**config.mk**
```make
export PLATFORM = sky130hd
export DESIGN_NAME = instr_fetch
export DESIGN_NICKNAME = d
export VERILOG_FILES = /design/src/rtl/cpu_pkg.sv /design/src/rtl/pc_next_calc.sv /design/src/rtl/instr_fetch.sv
export SDC_FILE = /design/constraint.sdc
export NUM_CORES = 1
export LEC_CHECK = 0
export CAP_MARGIN = 5
export CORE_MARGIN = 5
export CORE_UTILIZATION = 45
export DETAILED_ROUTE_END_ITERATION = 16
export PLACE_DENSITY = 0.72
export SYNTH_ARGS = -nofsm -noshare
export SYNTH_HDL_FRONTEND = slang
export SYNTH_SLANG_ARGS = --single-unit
```
**constraint.sdc**
```tcl
create_clock -name clk -period 4.7 [get_ports clk]
set_clock_uncertainty 0.15 [all_clocks]
set_input_delay 0.94 -clock clk [delete_from_list [all_inputs] [get_ports clk]]
set_output_delay 0.94 -clock clk [all_outputs]
set_load 0.02 [all_outputs]
```
**src/rtl/cpu_pkg.sv**
```systemverilog
`default_nettype none
// ============================================================================
//  Module      : cpu_pkg
//  Description : Shared opcode constants and fetch FSM state encoding for the
//                single-issue MIPS-subset core (fetch + decode controller).
//  Revision    : 1.0  initial release
// ============================================================================
package cpu_pkg;

    // Primary opcodes (instr[31:26])
    localparam logic [5:0] OP_RTYPE = 6'h00;
    localparam logic [5:0] OP_J     = 6'h02;
    localparam logic [5:0] OP_BEQ   = 6'h04;
    localparam logic [5:0] OP_ADDI  = 6'h08;
    localparam logic [5:0] OP_LW    = 6'h23;
    localparam logic [5:0] OP_SW    = 6'h2b;
    localparam logic [5:0] OP_HALT  = 6'h3f;

    // Fetch FSM states
    typedef enum logic [1:0] {
        FETCH_IDLE = 2'd0,
        FETCH_REQ  = 2'd1,
        FETCH_HOLD = 2'd2,
        FETCH_HALT = 2'd3
    } fetch_state_t;

    // Extract the primary opcode field of an instruction word
    function automatic logic [5:0] opcode_of(input logic [31:0] word);
        return word[31:26];
    endfunction

endpackage : cpu_pkg
`default_nettype wire

```
**src/rtl/pc_next_calc.sv**
```systemverilog
`default_nettype none
// ============================================================================
//  Module      : pc_next_calc
//  Description : Combinational next-PC selection: sequential (pc+4), taken
//                beq (pc+4 + sext(imm)<<2) or j (pseudo-direct target).
//                Jump has priority over branch.
//  Revision    : 1.0  initial release
// ============================================================================
module pc_next_calc #(
    parameter int ADDR_W = 32
) (
    input  logic [ADDR_W-1:0] pc_cur,
    input  logic [25:0]       instr_idx,
    input  logic              branch,
    input  logic              jump,
    input  logic              zero,
    output logic [ADDR_W-1:0] next_pc
);

    logic [ADDR_W-1:0] w_pc4;
    logic [ADDR_W-1:0] w_br_off;
    logic [ADDR_W-1:0] w_br_tgt;
    logic [ADDR_W-1:0] w_jmp_tgt;

    // All arithmetic wraps modulo 2^ADDR_W
    assign w_pc4    = pc_cur + ADDR_W'(4);
    assign w_br_off = {{(ADDR_W-18){instr_idx[15]}}, instr_idx[15:0], 2'b00};
    assign w_br_tgt = w_pc4 + w_br_off;

    // With a 28-bit address space the jump field covers the whole range
    generate
        if (ADDR_W > 28) begin : g_jmp_region
            assign w_jmp_tgt = {w_pc4[ADDR_W-1:28], instr_idx, 2'b00};
        end else begin : g_jmp_full
            assign w_jmp_tgt = {instr_idx, 2'b00};
        end
    endgenerate

    // Priority select: jump, then taken branch, then sequential
    always_comb begin
        next_pc = w_pc4;
        if (jump) begin
            next_pc = w_jmp_tgt;
        end else if (branch && zero) begin
            next_pc = w_br_tgt;
        end
    end

endmodule : pc_next_calc
`default_nettype wire

```
**src/rtl/instr_fetch.sv**
```systemverilog
`default_nettype none
// ============================================================================
//  Module      : instr_fetch
//  Description : Fetch stage. Owns the PC, reads instruction memory over a
//                req/ack handshake, presents each word to decode over a
//                valid/ready handshake and redirects on j / taken beq at the
//                retire point. Stops permanently on the halt opcode.
//  Revision    : 1.0  initial release
// ============================================================================
module instr_fetch
    import cpu_pkg::*;
#(
    parameter int               ADDR_W   = 32,
    parameter logic [ADDR_W-1:0] RESET_PC = '0,
    parameter logic [5:0]       HALT_OP  = OP_HALT
) (
    input  logic              clk,
    input  logic              rst,
    output logic              imem_req,
    output logic [ADDR_W-1:0] imem_addr,
    input  logic              imem_ack,
    input  logic [31:0]       imem_rdata,
    output logic [31:0]       instr,
    output logic              instr_valid,
    input  logic              instr_ready,
    input  logic              branch,
    input  logic              jump,
    input  logic              zero,
    output logic [ADDR_W-1:0] pc_out,
    output logic              halted
);

    fetch_state_t      r_state;
    logic [ADDR_W-1:0] r_pc;
    logic [ADDR_W-1:0] r_pc_out;
    logic [31:0]       r_instr;
    logic              r_req;
    logic              r_valid;
    logic              r_halted;

    logic [ADDR_W-1:0] w_next_pc;
    logic              w_is_halt;

    // Next PC is computed from the presented instruction and its address
    pc_next_calc #(
        .ADDR_W    (ADDR_W)
    ) u_pc_next_calc (
        .pc_cur    (r_pc_out),
        .instr_idx (r_instr[25:0]),
        .branch    (branch),
        .jump      (jump),
        .zero      (zero),
        .next_pc   (w_next_pc)
    );

    assign w_is_halt = (opcode_of(r_instr) == HALT_OP);

    // Fetch FSM with all outputs registered; ack and controller inputs are
    // only looked at in the state that owns them
    always_ff @(posedge clk or negedge rst) begin
        if (!rst) begin
            r_state  <= FETCH_IDLE;
            r_pc     <= RESET_PC;
            r_pc_out <= RESET_PC;
            r_instr  <= '0;
            r_req    <= 1'b0;
            r_valid  <= 1'b0;
            r_halted <= 1'b0;
        end else begin
            case (r_state)
                FETCH_IDLE: begin
                    r_req   <= 1'b1;
                    r_state <= FETCH_REQ;
                end
                FETCH_REQ: begin
                    if (imem_ack) begin
                        r_instr  <= imem_rdata;
                        r_pc_out <= r_pc;
                        r_valid  <= 1'b1;
                        r_req    <= 1'b0;
                        r_state  <= FETCH_HOLD;
                    end
                end
                FETCH_HOLD: begin
                    if (instr_ready) begin
                        r_pc    <= w_next_pc;
                        r_valid <= 1'b0;
                        if (w_is_halt) begin
                            r_halted <= 1'b1;
                            r_state  <= FETCH_HALT;
                        end else begin
                            r_req   <= 1'b1;
                            r_state <= FETCH_REQ;
                        end
                    end
                end
                FETCH_HALT: begin
                    r_req    <= 1'b0;
                    r_valid  <= 1'b0;
                    r_halted <= 1'b1;
                end
                default: begin
                    r_state <= FETCH_IDLE;
                end
            endcase
        end
    end

    assign imem_req    = r_req;
    assign imem_addr   = r_pc;
    assign instr       = r_instr;
    assign instr_valid = r_valid;
    assign pc_out      = r_pc_out;
    assign halted      = r_halted;

endmodule : instr_fetch
`default_nettype wire
```
==> results.json, run 1 <==
{
  "status": "completed",
  "top_layer": "met4",
  "fin_crit_ns": 4.343,
  "routedWlPerCell_um": 20.18,
  "hold_viol": 0,
  "die_h_um": 130.5,
  "setup_tns_ns": 0,
  "drc": 0,
  "synthDistinctLibCells": 61,
  "synth_area_um2": 6534,
  "drt-met1-wl_mm": 8.806,
  "setup_slack_ns": 0.3575,
  "routed_via_density": 5.936,
  "grt_max_degree": 72,
  "crit_arrival_ns": 4.46,
  "fmax_mhz": 230.3,
  "start_kind": "register",
  "clock_latency_ns": 0.36,
  "dr_wl_met2_mm": 9.669,
  "grt_overflow_total": 0,
  "drive_gt1_share_pct": 12.81,
  "ys.flop_type": "dfrtp_1",
  "dp_slack_ns": 0.5228,
  "grt_util_all_layers_pct": 23.73,
  "cts_setup_buffers": 0,
  "antenna_found_initial": 0,
  "nNetsFinal": 881,
  "finalSetupViolations": 0,
  "syn_nets": 752,
  "peakVddDrop_mv": 0.4604,
  "antenna_left": 0,
  "cts_sinks": 101,
  "yosys_warnings": 0,
  "slew_violations": 0,
  "min_path_type": "register to register",
  "grt_pass1_vias": 5839,
  "crit_end": "imem_addr[29]",
  "antenna_cells": 0,
  "synth_top_cell_area_share_pct": 38.68,
  "yosysTopAreaCell": "dfrtp_1",
  "grt_pass1_wl_mm": 31.67,
  "top_level_ports": 138,
  "synth-seq-cells": 101,
  "yosys-top-cells-area": "dfrtp_1 39%, mux2_2 11%, ha_1 8.0%, xnor2_1 4.4%, nand2_1 3.7%",
  "wl_met3_mm": 1.093,
  "wirelength_mm": 19.94,
  "fin_hold_ws_ns": 0.3576,
  "hold_buffers": 0,
  "max_slew_margin_pct": 29.01,
  "die_x_um": 130.5,
  "cts_root_buf": "clkbuf_16",
  "cts.clk_slew.worst_paths_ns": 0.07,
  "async_flop_share_pct": 100.0,
  "worstReg2RegEnd": "imem_addr[29]",
  "firstDrtPassIters": 7,
  "cts_max_level": 3,
  "core_area_um2": 14370,
  "drtIter0Drc": 451,
  "end_kind": "register",
  "ys_seq_area_share_pct": 38.68,
  "rows": 44,
  "cts_buffers": 9,
  "port_buffers": 137,
  "period_share_pct": 92.39,
  "die_area_um2": 17030,
  "num_vias": 5865,
  "r2r_slack_ns": 0.36,
  "synth_edf_count": 0,
  "tightest_slew_ns": 1.065,
  "syn2layout_area_growth_pct": 28.44,
  "cts_tree": "yes",
  "place.gp.congestion": 0.9668,
  "cts_resized": 0,
  "p_leak_nw": 3.711,
  "cp.required_ns": 4.81,
  "p_per_area_nw_per_um2": 800.6,
  "r2r_cells": 15,
  "p_total_mw": 6.719,
  "rsz0062_at_grt": "no",
  "dpl.hpwl_mm": 14.67,
  "crit_type": "register to register",
  "cp_max_fo": 12,
  "r2r_start": "pc_out[5]",
  "min_from": "imem_addr[12]",
  "critPathLaunch": "pc_out[5]",
  "ctsLongestPathBuffers": 2,
  "syn_avg_cell_area_um2": 9.752,
  "cap_violations": 0,
  "syn_inst": 670,
  "start_util_pct": 45.47
}
-- power by group --
group	total, mW	switching [mW]	leakage [nW]	internal [mW]
sequential	1.77	0.510	1.25	1.26
combinational	4.21	2.24	2.33	1.97
clock	0.740	0.359	0.133	0.380
total	6.72	3.11	3.71	3.61
-- layout make-up --
cell class                 count  area [um2]
clock buffer                  11       242.7
clock inverter                 5       41.29
fill                        1212        5977
inverter                      12       45.04
multi-input combinational    526        3846
sequential                   101        2527
tap                          184       230.2
timing repair buffer         149        1459
-- cells in the mapped netlist, types with 5 or more instances --
cell type    n
nor2_1      42
nand4_1     14
or3_1        7
and3_1      16
xnor2_1     33
o21a_1       5
inv_1       12
a21o_1      23
mux2i_1     11
nand3_1     36
nand2_1     64
o21ai_0     32
a31oi_1      6
nor3_1       8
o211ai_1     7
ha_1        42
dfrtp_1    101
a21oi_1     32
xor2_1      13
and2_1       8
a211oi_1     6
clkbuf_1    29
mux2_2      66
-- per-layer routing --
metal | track usage (%) | up-vias
li1 | - | 2712
met1 | 33.32 | 2919
met2 | 38.13 | 208
met3 | 3.293 | 26
met4 | 7.623 | 0
met5 | 0 | -
-- kinds of logic (layout without fill, tap and decap cells) --
kind of cell    Yosys count  after routing  share of synthesized area [%]
buf+inv                  43            177                          2.489
flops                   101            101                          38.68
fa+ha+maj                43             43                          8.349
xor+xnor                 46             46                          6.166
mux                      77             77                          13.06
simple gates            208            208                          15.34
compound gates          152            152                          15.91
-- through the flow --
stage / util (%) / cell area, um2 / cells
global route: 58.40 / 8392 / 988
CTS: 58.40 / 8392 / 988
floorplan: - / 6534 / 670
global placement: 56.43 / 8108 / 972
finish: 58.40 / 8392 / 988
detailed placement: 56.43 / 8108 / 972
-- placed cells by master (no fill, tap or decap), types with 5 or more instances in the layout --
cell type,n
mux2i_1,11
ha_1,42
nand4_1,14
nand2_1,63
xor2_1,13
mux2_2,66
o21ai_0,32
or3_1,7
a21o_1,23
nor2_1,42
and3_1,16
nor3_1,8
o211ai_1,7
inv_1,12
buf_4,13
clkdlybuf4s50_1,136
o21a_1,5
a31oi_1,6
nand3_1,36
clkbuf_16,9
xnor2_1,33
a211oi_1,6
dfrtp_1,101
a21oi_1,32
and2_1,8
-- state kept, by name (all words and copies together) (netlist names) --
signal	flops
imem_addr	32
instr	32
halted	1
instr_valid	1
imem_req	1
r_state	2
pc_out	32
-- worst min-delay path by stage --
stage          slack, ns  cells past startpoint            end
3_3_place_gp        0.32                      1         halted
6_report            0.36                      1  imem_addr[12]
5_1_grt             0.38                      2  imem_addr[13]
2_1_floorplan       0.44                      2     r_state[0]
4_1_cts             0.36                      2  imem_addr[21]
3_5_place_dp        0.34                      2  imem_addr[13]
-- critical path: stages (launching register included) --
cell and delay [ns]:
dfrtp_1 0.47, and4_1 0.33, nand4_1 0.21, nor3_2 0.25, buf_4 0.23, nand4_1 0.12, xnor2_1 0.25, ha_1 0.36
a21oi_1 0.21, o21ai_0 0.20, o41ai_1 0.55, o2bb2ai_1 0.15, a211oi_1 0.33, xnor2_1 0.16, mux2i_1 0.09, o21ai_0 0.18
Note: power is estimated with default switching activity, not from simulation.
==> run 2: changes to the inputs <==
SETUP_SLACK_MARGIN = 0.02   (was default)
==> results of run 2 <==
The final DEF is identical to that of run 1; final timing and power are the same.
